**src/rtl/ysyx_23060187_scoreboard_regfile_if.sv**
```systemverilog
`default_nettype none
// ============================================================================
//  Module   : ysyx_23060187_scoreboard_regfile_if
//  Brief    : Read/issue/writeback/debug bundle between IDU, WBU and the
//             scoreboarded register file.
//  Revision : 1.0 - initial release
// ============================================================================
interface ysyx_23060187_scoreboard_regfile_if #(
    parameter int ADDR_WIDTH = 5,
    parameter int DATA_WIDTH = 32,
    parameter int NR_READ    = 2
);
    // writeback side
    logic                          wen;
    logic [ADDR_WIDTH-1:0]         waddr;
    logic [DATA_WIDTH-1:0]         wdata;
    // read ports, port i at [i*WIDTH +: WIDTH]
    logic [NR_READ*ADDR_WIDTH-1:0] raddr;
    logic [NR_READ*DATA_WIDTH-1:0] rdata;
    logic [NR_READ-1:0]            rbusy;
    // issue handshake
    logic                          issue_valid;
    logic [ADDR_WIDTH-1:0]         issue_rd;
    logic                          issue_ready;
    logic                          flush;
    // debug tap
    logic [ADDR_WIDTH-1:0]         dbg_addr;
    logic [DATA_WIDTH-1:0]         dbg_data;

    // pipeline side
    modport master (
        output wen, waddr, wdata, raddr, issue_valid, issue_rd, flush, dbg_addr,
        input  rdata, rbusy, issue_ready, dbg_data
    );

    // register file side
    modport slave (
        input  wen, waddr, wdata, raddr, issue_valid, issue_rd, flush, dbg_addr,
        output rdata, rbusy, issue_ready, dbg_data
    );
endinterface
`default_nettype wire

```
**src/rtl/ysyx_23060187_scoreboard_regfile.sv**
```systemverilog
`default_nettype none
// ============================================================================
//  Module   : ysyx_23060187_scoreboard_regfile
//  Brief    : Integer register file with NR_READ combinational read ports,
//             write-to-read bypass, per-register busy scoreboard with an
//             issue/ready handshake, and a non-bypassed debug read port.
//  Revision : 1.0 - initial release
// ============================================================================
module ysyx_23060187_scoreboard_regfile #(
    parameter int ADDR_WIDTH = 5,
    parameter int DATA_WIDTH = 32,
    parameter int NR_READ    = 2
) (
    input  wire logic                          clk,
    input  wire logic                          rst_n,
    ysyx_23060187_scoreboard_regfile_if.slave  io_bus
);

    localparam int DEPTH = 2 ** ADDR_WIDTH;

    // Entry 0 is never written, so it stays at its reset value of zero.
    logic [DATA_WIDTH-1:0] r_rf [DEPTH];
    logic [DEPTH-1:0]      r_busy;
    logic [DEPTH-1:0]      w_busy_nxt;

    logic w_wr;
    logic w_issue_hit;
    logic w_issue_acc;

    assign w_wr        = io_bus.wen && (io_bus.waddr != '0);
    assign w_issue_hit = io_bus.wen && (io_bus.waddr == io_bus.issue_rd);

    // A register can hold one outstanding producer; a writeback landing this
    // cycle frees it early so back-to-back producers do not bubble.
    always_comb begin
        io_bus.issue_ready = 1'b1;
        if ((io_bus.issue_rd != '0) && r_busy[io_bus.issue_rd] && !w_issue_hit) begin
            io_bus.issue_ready = 1'b0;
        end
    end

    assign w_issue_acc = io_bus.issue_valid && io_bus.issue_ready && (io_bus.issue_rd != '0);

    // Next busy vector: writeback clears, accepted issue sets (new producer
    // wins over a same-cycle writeback), flush clears everything last.
    always_comb begin
        w_busy_nxt = r_busy;
        if (w_wr) begin
            w_busy_nxt[io_bus.waddr] = 1'b0;
        end
        if (w_issue_acc) begin
            w_busy_nxt[io_bus.issue_rd] = 1'b1;
        end
        if (io_bus.flush) begin
            w_busy_nxt = '0;
        end
        w_busy_nxt[0] = 1'b0;
    end

    // Register storage and scoreboard state; reset wipes both immediately.
    always_ff @(posedge clk or negedge rst_n) begin
        if (!rst_n) begin
            for (int i = 0; i < DEPTH; i++) begin
                r_rf[i] <= '0;
            end
            r_busy <= '0;
        end else begin
            if (w_wr) begin
                r_rf[io_bus.waddr] <= io_bus.wdata;
            end
            r_busy <= w_busy_nxt;
        end
    end

    // Read ports with same-cycle bypass from the writeback bus.
    for (genvar gi = 0; gi < NR_READ; gi++) begin : g_rd
        logic [ADDR_WIDTH-1:0] w_ra;
        logic [DATA_WIDTH-1:0] w_rd;
        logic                  w_rb;

        assign w_ra = io_bus.raddr[gi*ADDR_WIDTH +: ADDR_WIDTH];

        // Select zero / bypass / stored value for this port.
        always_comb begin
            w_rd = r_rf[w_ra];
            w_rb = r_busy[w_ra];
            if (w_ra == '0) begin
                w_rd = '0;
                w_rb = 1'b0;
            end else if (io_bus.wen && (io_bus.waddr == w_ra)) begin
                w_rd = io_bus.wdata;
                w_rb = 1'b0;
            end
        end

        assign io_bus.rdata[gi*DATA_WIDTH +: DATA_WIDTH] = w_rd;
        assign io_bus.rbusy[gi]                          = w_rb;
    end

    // Debug tap shows committed state only.
    assign io_bus.dbg_data = r_rf[io_bus.dbg_addr];

endmodule
`default_nettype wire

```
**src/flat_wrapper.sv**
```systemverilog
// flat-port wrapper written by rule: the top's interface ports become plain ports
module ysyx_23060187_scoreboard_regfile_flat 
#(
    parameter int ADDR_WIDTH = 5,
    parameter int DATA_WIDTH = 32,
    parameter int NR_READ    = 2
)
  (clk, rst_n, io_bus_wen, io_bus_waddr, io_bus_wdata, io_bus_raddr, io_bus_issue_valid, io_bus_issue_rd, io_bus_flush, io_bus_dbg_addr, io_bus_rdata, io_bus_rbusy, io_bus_issue_ready, io_bus_dbg_data);
  ysyx_23060187_scoreboard_regfile_if #(.ADDR_WIDTH(ADDR_WIDTH), .DATA_WIDTH(DATA_WIDTH), .NR_READ(NR_READ)) io_bus_i ();
  input  wire logic clk;
  input  wire logic rst_n;
  input wire logic [$bits(io_bus_i.wen)-1:0] io_bus_wen;
  input wire logic [$bits(io_bus_i.waddr)-1:0] io_bus_waddr;
  input wire logic [$bits(io_bus_i.wdata)-1:0] io_bus_wdata;
  input wire logic [$bits(io_bus_i.raddr)-1:0] io_bus_raddr;
  input wire logic [$bits(io_bus_i.issue_valid)-1:0] io_bus_issue_valid;
  input wire logic [$bits(io_bus_i.issue_rd)-1:0] io_bus_issue_rd;
  input wire logic [$bits(io_bus_i.flush)-1:0] io_bus_flush;
  input wire logic [$bits(io_bus_i.dbg_addr)-1:0] io_bus_dbg_addr;
  output wire logic [$bits(io_bus_i.rdata)-1:0] io_bus_rdata;
  output wire logic [$bits(io_bus_i.rbusy)-1:0] io_bus_rbusy;
  output wire logic [$bits(io_bus_i.issue_ready)-1:0] io_bus_issue_ready;
  output wire logic [$bits(io_bus_i.dbg_data)-1:0] io_bus_dbg_data;
  assign io_bus_i.wen = io_bus_wen;
  assign io_bus_i.waddr = io_bus_waddr;
  assign io_bus_i.wdata = io_bus_wdata;
  assign io_bus_i.raddr = io_bus_raddr;
  assign io_bus_i.issue_valid = io_bus_issue_valid;
  assign io_bus_i.issue_rd = io_bus_issue_rd;
  assign io_bus_i.flush = io_bus_flush;
  assign io_bus_i.dbg_addr = io_bus_dbg_addr;
  assign io_bus_rdata = io_bus_i.rdata;
  assign io_bus_rbusy = io_bus_i.rbusy;
  assign io_bus_issue_ready = io_bus_i.issue_ready;
  assign io_bus_dbg_data = io_bus_i.dbg_data;
  ysyx_23060187_scoreboard_regfile #(.ADDR_WIDTH(ADDR_WIDTH), .DATA_WIDTH(DATA_WIDTH), .NR_READ(NR_READ)) u_core (.clk(clk), .rst_n(rst_n), .io_bus(io_bus_i));
endmodule
```
**config.mk**
```make
export PLATFORM = sky130hd
export DESIGN_NAME = ysyx_23060187_scoreboard_regfile_flat
export DESIGN_NICKNAME = d
export VERILOG_FILES = /design/src/rtl/ysyx_23060187_scoreboard_regfile_if.sv /design/src/rtl/ysyx_23060187_scoreboard_regfile.sv /design/src/flat_wrapper.sv
export SDC_FILE = /design/constraint.sdc
export NUM_CORES = 2
export LEC_CHECK = 0
export ABC_AREA = 1
export CAP_MARGIN = 20
export CORE_ASPECT_RATIO = 1.25
export CORE_MARGIN = 2
export CORE_UTILIZATION = 24
export CTS_CLUSTER_DIAMETER = 40
export DETAILED_ROUTE_END_ITERATION = 8
export PLACE_DENSITY = 0.5
export SETUP_SLACK_MARGIN = 0.4
export SKIP_LAST_GASP = 1
export SLEW_MARGIN = 15
export SYNTH_ARGS = -nofsm -noshare
export SYNTH_HDL_FRONTEND = slang
export SYNTH_SLANG_ARGS = --single-unit
```
**constraint.sdc**
```tcl
create_clock -name clk -period 2.82 [get_ports clk]
set_input_delay 0.564 -clock clk [delete_from_list [all_inputs] [get_ports clk]]
set_output_delay 0.564 -clock clk [all_outputs]
set_load 0.01 [all_outputs]
```
# ---- After elaboration in Yosys (flattened, before gate mapping)
# Index checks and enable logic that the tools add are counted.
dict set report classes {
  n_lt_le_gt_ge 11
  eq_ne 3
  muxes 34
  bitwise_logic 7
  reduce_logical 16
}
# cell n
set op_table {}
lappend op_table {{bitwise mux 1024 bit} 1}
lappend op_table {{binary-select mux 32 bit (select 5 bit)} 3}
lappend op_table {{two-way mux 32 bit} 14}
lappend op_table {{demux 32 bit (select 5 bit)} 1}
lappend op_table {{bitwise AND 32 bit} 1}
lappend op_table {{inverter 32 bit} 1}
lappend op_table {{OR 32 bit} 1}
lappend op_table {{greater-or-equal comparator 6 bit, second input constant} 4}
lappend op_table {{less-than comparator 5 x 6 -> 1 bit, second input constant} 4}
lappend op_table {{inverter 5 -> 6 bit} 4}
lappend op_table {{binary-select mux 1 bit (select 5 bit)} 3}
lappend op_table {{equality test 5 bit} 3}
lappend op_table {{logical AND 1 bit} 11}
lappend op_table {{demux 1 bit (select 5 bit)} 2}
lappend op_table {{greater-or-equal comparator 5 x 1 -> 1 bit, second input constant} 2}
lappend op_table {{zero test 5 bit} 2}
lappend op_table {{two-way mux 1 bit} 10}
lappend op_table {{nonzero test 5 bit} 2}
lappend op_table {{less-than comparator 6 x 1 -> 1 bit, second input constant} 1}
lappend op_table {{zero test 1 bit} 1}
dict set report totals {
  reg_bits 1055
  out_inout_bits 99
  wordCells 104
}

# ---- Logic depth before layout (Yosys ltp)
dict set report logic_depth {
  depth_word 10
  depth_mapped 14
  depth_no_buf 12
}

# ---- Worst setup path after synthesis
# Ideal clock, no wire load.
dict set report synth_timing {
  path_type {input to output}
  startpoint {in io_bus_raddr[5]}
  endpoint {out io_bus_rbusy[1]}
  arrival_ps 1793
  t_required_ps 2256
  path_slack_ps 463
  stages 10
  n_path_buf 5
  path_cell_list {buf_4 -> buf_6 -> buf_4 -> buf_2 -> o211ai_1 -> nand3_1 -> a31oi_1 -> nor2_1 -> nor2_1 -> buf_4}
}
dict set report synth_via {
  elab_chain_len 4
}
# element line_no
set synth_lines {}
lappend synth_lines {{start: declaration} flat_wrapper.sv:15} ;# input wire logic [$bits(io_bus_i.raddr)-1:0] io_bus_raddr;
lappend synth_lines {{binary-select mux 1 bit (select 5 bit) / equality test 5 bit (equally long branches)} {ysyx_23060187_scoreboard_regfile.sv:86, ysyx_23060187_scoreboard_regfile.sv:90}}
lappend synth_lines {{two-way mux 1 bit (not written as such) / logical AND 1 bit (equally long branches)} {ysyx_23060187_scoreboard_regfile.sv:86, ysyx_23060187_scoreboard_regfile.sv:90}}
lappend synth_lines {{two-way mux 1 bit} ysyx_23060187_scoreboard_regfile.sv:90} ;# end else if (io_bus.wen && (io_bus.waddr == w_ra)) begin
lappend synth_lines {{two-way mux 1 bit (*)} ysyx_23060187_scoreboard_regfile.sv:87} ;# if (w_ra == '0) begin
lappend synth_lines {{end: declaration} flat_wrapper.sv:21} ;# output wire logic [$bits(io_bus_i.rbusy)-1:0] io_bus_rbusy;
# Every way passes the cells marked *; elsewhere a longest branch is shown, timed or not. The select of a mux whose other input is x is not followed.

# ---- Final worst setup path
dict set report layout_timing {
  startpoint {in io_bus_raddr[6]}
  endpoint {out io_bus_rdata[62]}
}
dict set report layout_via {
  elab_chain_len 6
}
# element line_no
set layout_lines {}
lappend layout_lines {{inverter 5 -> 6 bit (not written as such)} ysyx_23060187_scoreboard_regfile.sv:85} ;# w_rd = r_rf[w_ra];
lappend layout_lines {{binary-select mux 32 bit (select 5 bit)} ysyx_23060187_scoreboard_regfile.sv:85}
lappend layout_lines {{two-way mux 32 bit (not written as such) (2 in a row)} ysyx_23060187_scoreboard_regfile.sv:85}
lappend layout_lines {{two-way mux 32 bit} ysyx_23060187_scoreboard_regfile.sv:90}
lappend layout_lines {{two-way mux 32 bit (*)} ysyx_23060187_scoreboard_regfile.sv:87}
lappend layout_lines {{end: declaration} flat_wrapper.sv:20} ;# output wire logic [$bits(io_bus_i.rdata)-1:0] io_bus_rdata;
# Marks and branches as above.

==> impl_metrics.py <==
metrics = {
    "pwr": {
        "switching_share_pct": 34.1,
        "p_comb_share_pct": 25.4,
        "internal-power_mw": 42.6,
        "peakVddDrop_mv": 0.478,
        "p_seq_share_pct": 32.0,
        "clkPwrFrac_pct": 42.6,
        "power_density_nw_per_um2": 657,
        "p_leak_nw": 42.0,
        "power.total_mw": 64.6,
        "switchingPower_mw": 22.0,
    },
    "sta": {
        "setup_viol": 74,
        "rsz0062_at_grt": "yes",
        "finalCritPeriodShare_pct": 107,
        "tightest_slew_ns": 0.861,
        "hold_ws_ns": 0.206,
        "fin_skew_ns": 0.0102,
        "slew_headroom_pct": 42.6,
        "finalCriticalPeriod_ns": 3.03,
        "drv_slew": 0,
        "fin_ws_ns": -0.206,
        "finalHoldViolations": 0,
        "max_clock_freq_ghz": 0.331,
    },
    "floorplanning": {
        "fp.dieArea_um2": 287000,
        "die_x_um": 480,
        "chipHeight_um": 599,
        "core_um2": 282000,
        "ioPinCount": 161,
        "start_util_pct": 24.1,
        "num_rows": 218,
    },
    "layout": {
        "areaGrowthSynthToFinish_pct": 44.9,
        "final_area_um2": 98500,
        "fin_cells": 14500,
        "drive_gt1_share_pct": 26.3,
        "nets": 10600,
    },
    "clocking": {
        "cts_root_buffer": "clkbuf_16",
        "cts_tree": "done",
        "cts.sinks": 1055,
        "htreeDepth": 4,
        "numCtsBuffers": 216,
        "clkTransAtPathRegs_ns": 0.04,
        "cts_max_path_buffers": 4,
        "clk_latency_ns": 0.86,
    },
    "worst_hold_path": {
        "hold_path.class": "in2async",
    },
    "global_routing": {
        "grt_busiest_layer": "met2",
        "met1_usage_pct": 32.9,
        "grt_pass1_vias": 74200,
        "met2_usage_pct": 39.4,
        "use_met3_pct": 4.72,
        "antenna_found_initial": 14,
        "grt_first_pass_wirelength_um": 542000,
        "gr-usage-all-layers_pct": 25.5,
        "grt_max_degree": 125,
        "grt.overflow.total": 0,
    },
    "run": {
        "drv_cap": 0,
    },
    "setup_path": {
        "criticalPathCategory": "in2out",
        "critPathCaptureType": "output pin",
        "worst_ep_arrival_time_ns": 2.46,
        "crit_path_start_kind": "primary input",
        "critPathMaxFanout": 10,
        "required_ns": 2.26,
    },
    "synthesis": {
        "ys_warn_count": 0,
        "synth_nets": 9908,
        "seq_area_frac_synth_pct": 38.9,
        "syn_inst": 9846,
        "synth_cell_types": 35,
        "syn_area_um2": 67900,
        "ys_seq_elements": 1055,
        "synth.avg_cell_area_um2": 6.90,
    },
    "place": {
        "gp_congestion": 0.903,
        "placed_area_um2": 81200,
        "port_buffers": 160,
        "post-place-cells": 13700,
        "post-place-ws_ns": -1.50,
        "hpwl_um": 250000,
    },
    "detailed_routing": {
        "drtPass1Iterations": 9,
        "drc": 0,
        "drt_iter0_drc": 10800,
        "vias": 80200,
        "vias_per_cell": 5.54,
        "wl_per_cell_um": 27.0,
        "postRouteAntennaNets": 0,
        "wl_um": 391000,
    },
    "run_status": {
        "violations": "negative setup slack",
        "run_status": "finished with violations",
    },
}
-- worst paths after layout --
kind / start / to / slack, ns / depth (start not counted)
min in group clk: u_core.r_rf[999] / u_core.r_rf[999] / 0.38 / 0
hold reg to reg: u_core.r_rf[999] / u_core.r_rf[999] / 0.38 / 0
setup reg to reg: u_core.r_busy[25] / u_core.r_busy[7] / 0.73 / 15
max in group asynchronous: rst_n / u_core.r_rf[794] / 1.48 / 3
hold / removal: rst_n / u_core.r_busy[27] / 0.21 / 2
setup / recovery: io_bus_raddr[6] / io_bus_rdata[62] / -0.21 / 12
-- registers in the layout, indices dropped and copies added, names as in the netlist --
name / cells
u_core.r_busy: 31
u_core.r_rf: 1024
-- layout make-up --
| cell class | instances | area [µm²] |
|---|---|---|
| Tap cell | 3740 | 4680 |
| Clock buffer | 256 | 5790 |
| Clock inverter | 135 | 1830 |
| Timing Repair Buffer | 1520 | 19200 |
| Multi-Input combinational cell | 7145 | 38000 |
| Fill cell | 29500 | 183000 |
| Antenna cell | 5 | 12.5 |
| Sequential cell | 1055 | 26400 |
| Inverter | 632 | 2530 |
-- routing by layer --
layer  wire (µm)  share of wire [%]
met1      153000                 39
met2      169000                 43
met3       37900                9.7
met4       30600                7.8
met5          36             0.0092
-- placed cells by master (no fill, tap or decap), types with 19 or more instances in the layout --
master           netlist  routed
a21oi_2                0     184
clkbuf_16              0     268
nand4_1               45      45
clkinv_4               0      20
o21ai_1              167     634
buf_6                  7     161
o211ai_1             444     444
clkbuf_8               0      21
buf_4                 37     774
inv_6                  0      33
nand3_4                0      36
dfrtp_1             1055    1045
buf_12                 0     342
a21oi_1             1125     925
clkinv_2               0      24
o21ai_0             1985    1446
bufinv_16              0      33
bufbuf_16              0      19
o21ai_2                0      68
buf_2                419      32
clkdlybuf4s50_1        0      39
inv_1                603     357
nor2_4                18      30
nor2_1               356     336
nand3_1              925     736
buf_16                 0      67
nand3_2                1     154
o221ai_1              32      28
inv_2                 25     255
nand2_4                0      44
clkinvlp_4             0      22
nand2_2                6      78
buf_8                  0      28
nand2_1             1921    1804
o2111ai_2              0      24
-- power groups by stage --
stage / logic [mW] / registers [mW] / clock network [mW]
5_1_grt: 17.8 / 21.0 / 28.4
3_3_place_gp: 13.2 / 20.6 / 0
2_1_floorplan: 7.82 / 19.9 / 0
4_1_cts: 15.0 / 20.5 / 27.7
6_report: 16.4 / 20.7 / 27.5
3_5_place_dp: 13.4 / 20.6 / 0
-- cell usage after synthesis (all sizes together) --
cell / instances / share of area, %
a211oi: 7 / 0.077
a21oi: 1125 / 8.3
a31oi: 6 / 0.055
buf: 535 / 4.0
clkbuf: 479 / 2.7
clkinv: 1 / 0.0055
dfrtp: 1055 / 39
inv: 631 / 3.5
nand2: 1927 / 11
nand3: 926 / 6.8
nand3b: 8 / 0.088
nand4: 45 / 0.41
nor2: 379 / 2.3
nor3: 26 / 0.24
o2111ai: 36 / 0.46
o211ai: 444 / 4.9
o21a: 17 / 0.19
o21ai: 2152 / 16
o21bai: 1 / 0.011
o221ai: 32 / 0.41
o22ai: 10 / 0.092
xor2: 4 / 0.052
-- kinds of logic (layout without fill, tap and decap cells) --
kind of cell	count (synthesis)	after routing	share of synthesized area, %
AO/OA/AOI/OAI	3830	3830	30.4
AND/OR/NAND/NOR	3311	3311	20.6
buffers and inverters	1646	2543	10.2
flip-flops	1055	1055	38.9
XOR/XNOR	4	4	0.0516
other	0	5	0
-- through the flow --
stage	utilization (%)	setup TNS, ns
2_1_floorplan	-	0
3_3_place_gp	28.8	-65.03
3_5_place_dp	28.8	-62.07
4_1_cts	33.5	-6.87
5_1_grt	34.9	-11.76
6_report	34.9	-5.85
-- repair_timing --
item | in CTS | in global routing
hold buffers | 1 | 0
gates resized for setup | 1470 | 826
pin swaps | 497 | 537
setup endpoints to repair | 99 | 99
endpoints found under the hold margin | 182 | 0
setup buffers | 193 | 106
cloned | 40 | 57
-- worst max-delay path, cell delays in order --
cell      delay [ns]
buf_16          0.14
inv_6           0.14
o22ai_1         0.11
a211oi_2        0.26
nand2_2         0.10
buf_12          0.16
inv_6           0.12
buf_12          0.16
nand2_1         0.10
a21oi_4         0.35
buf_6           0.15
buf_6           0.09
(Power assumes the default switching activity.)
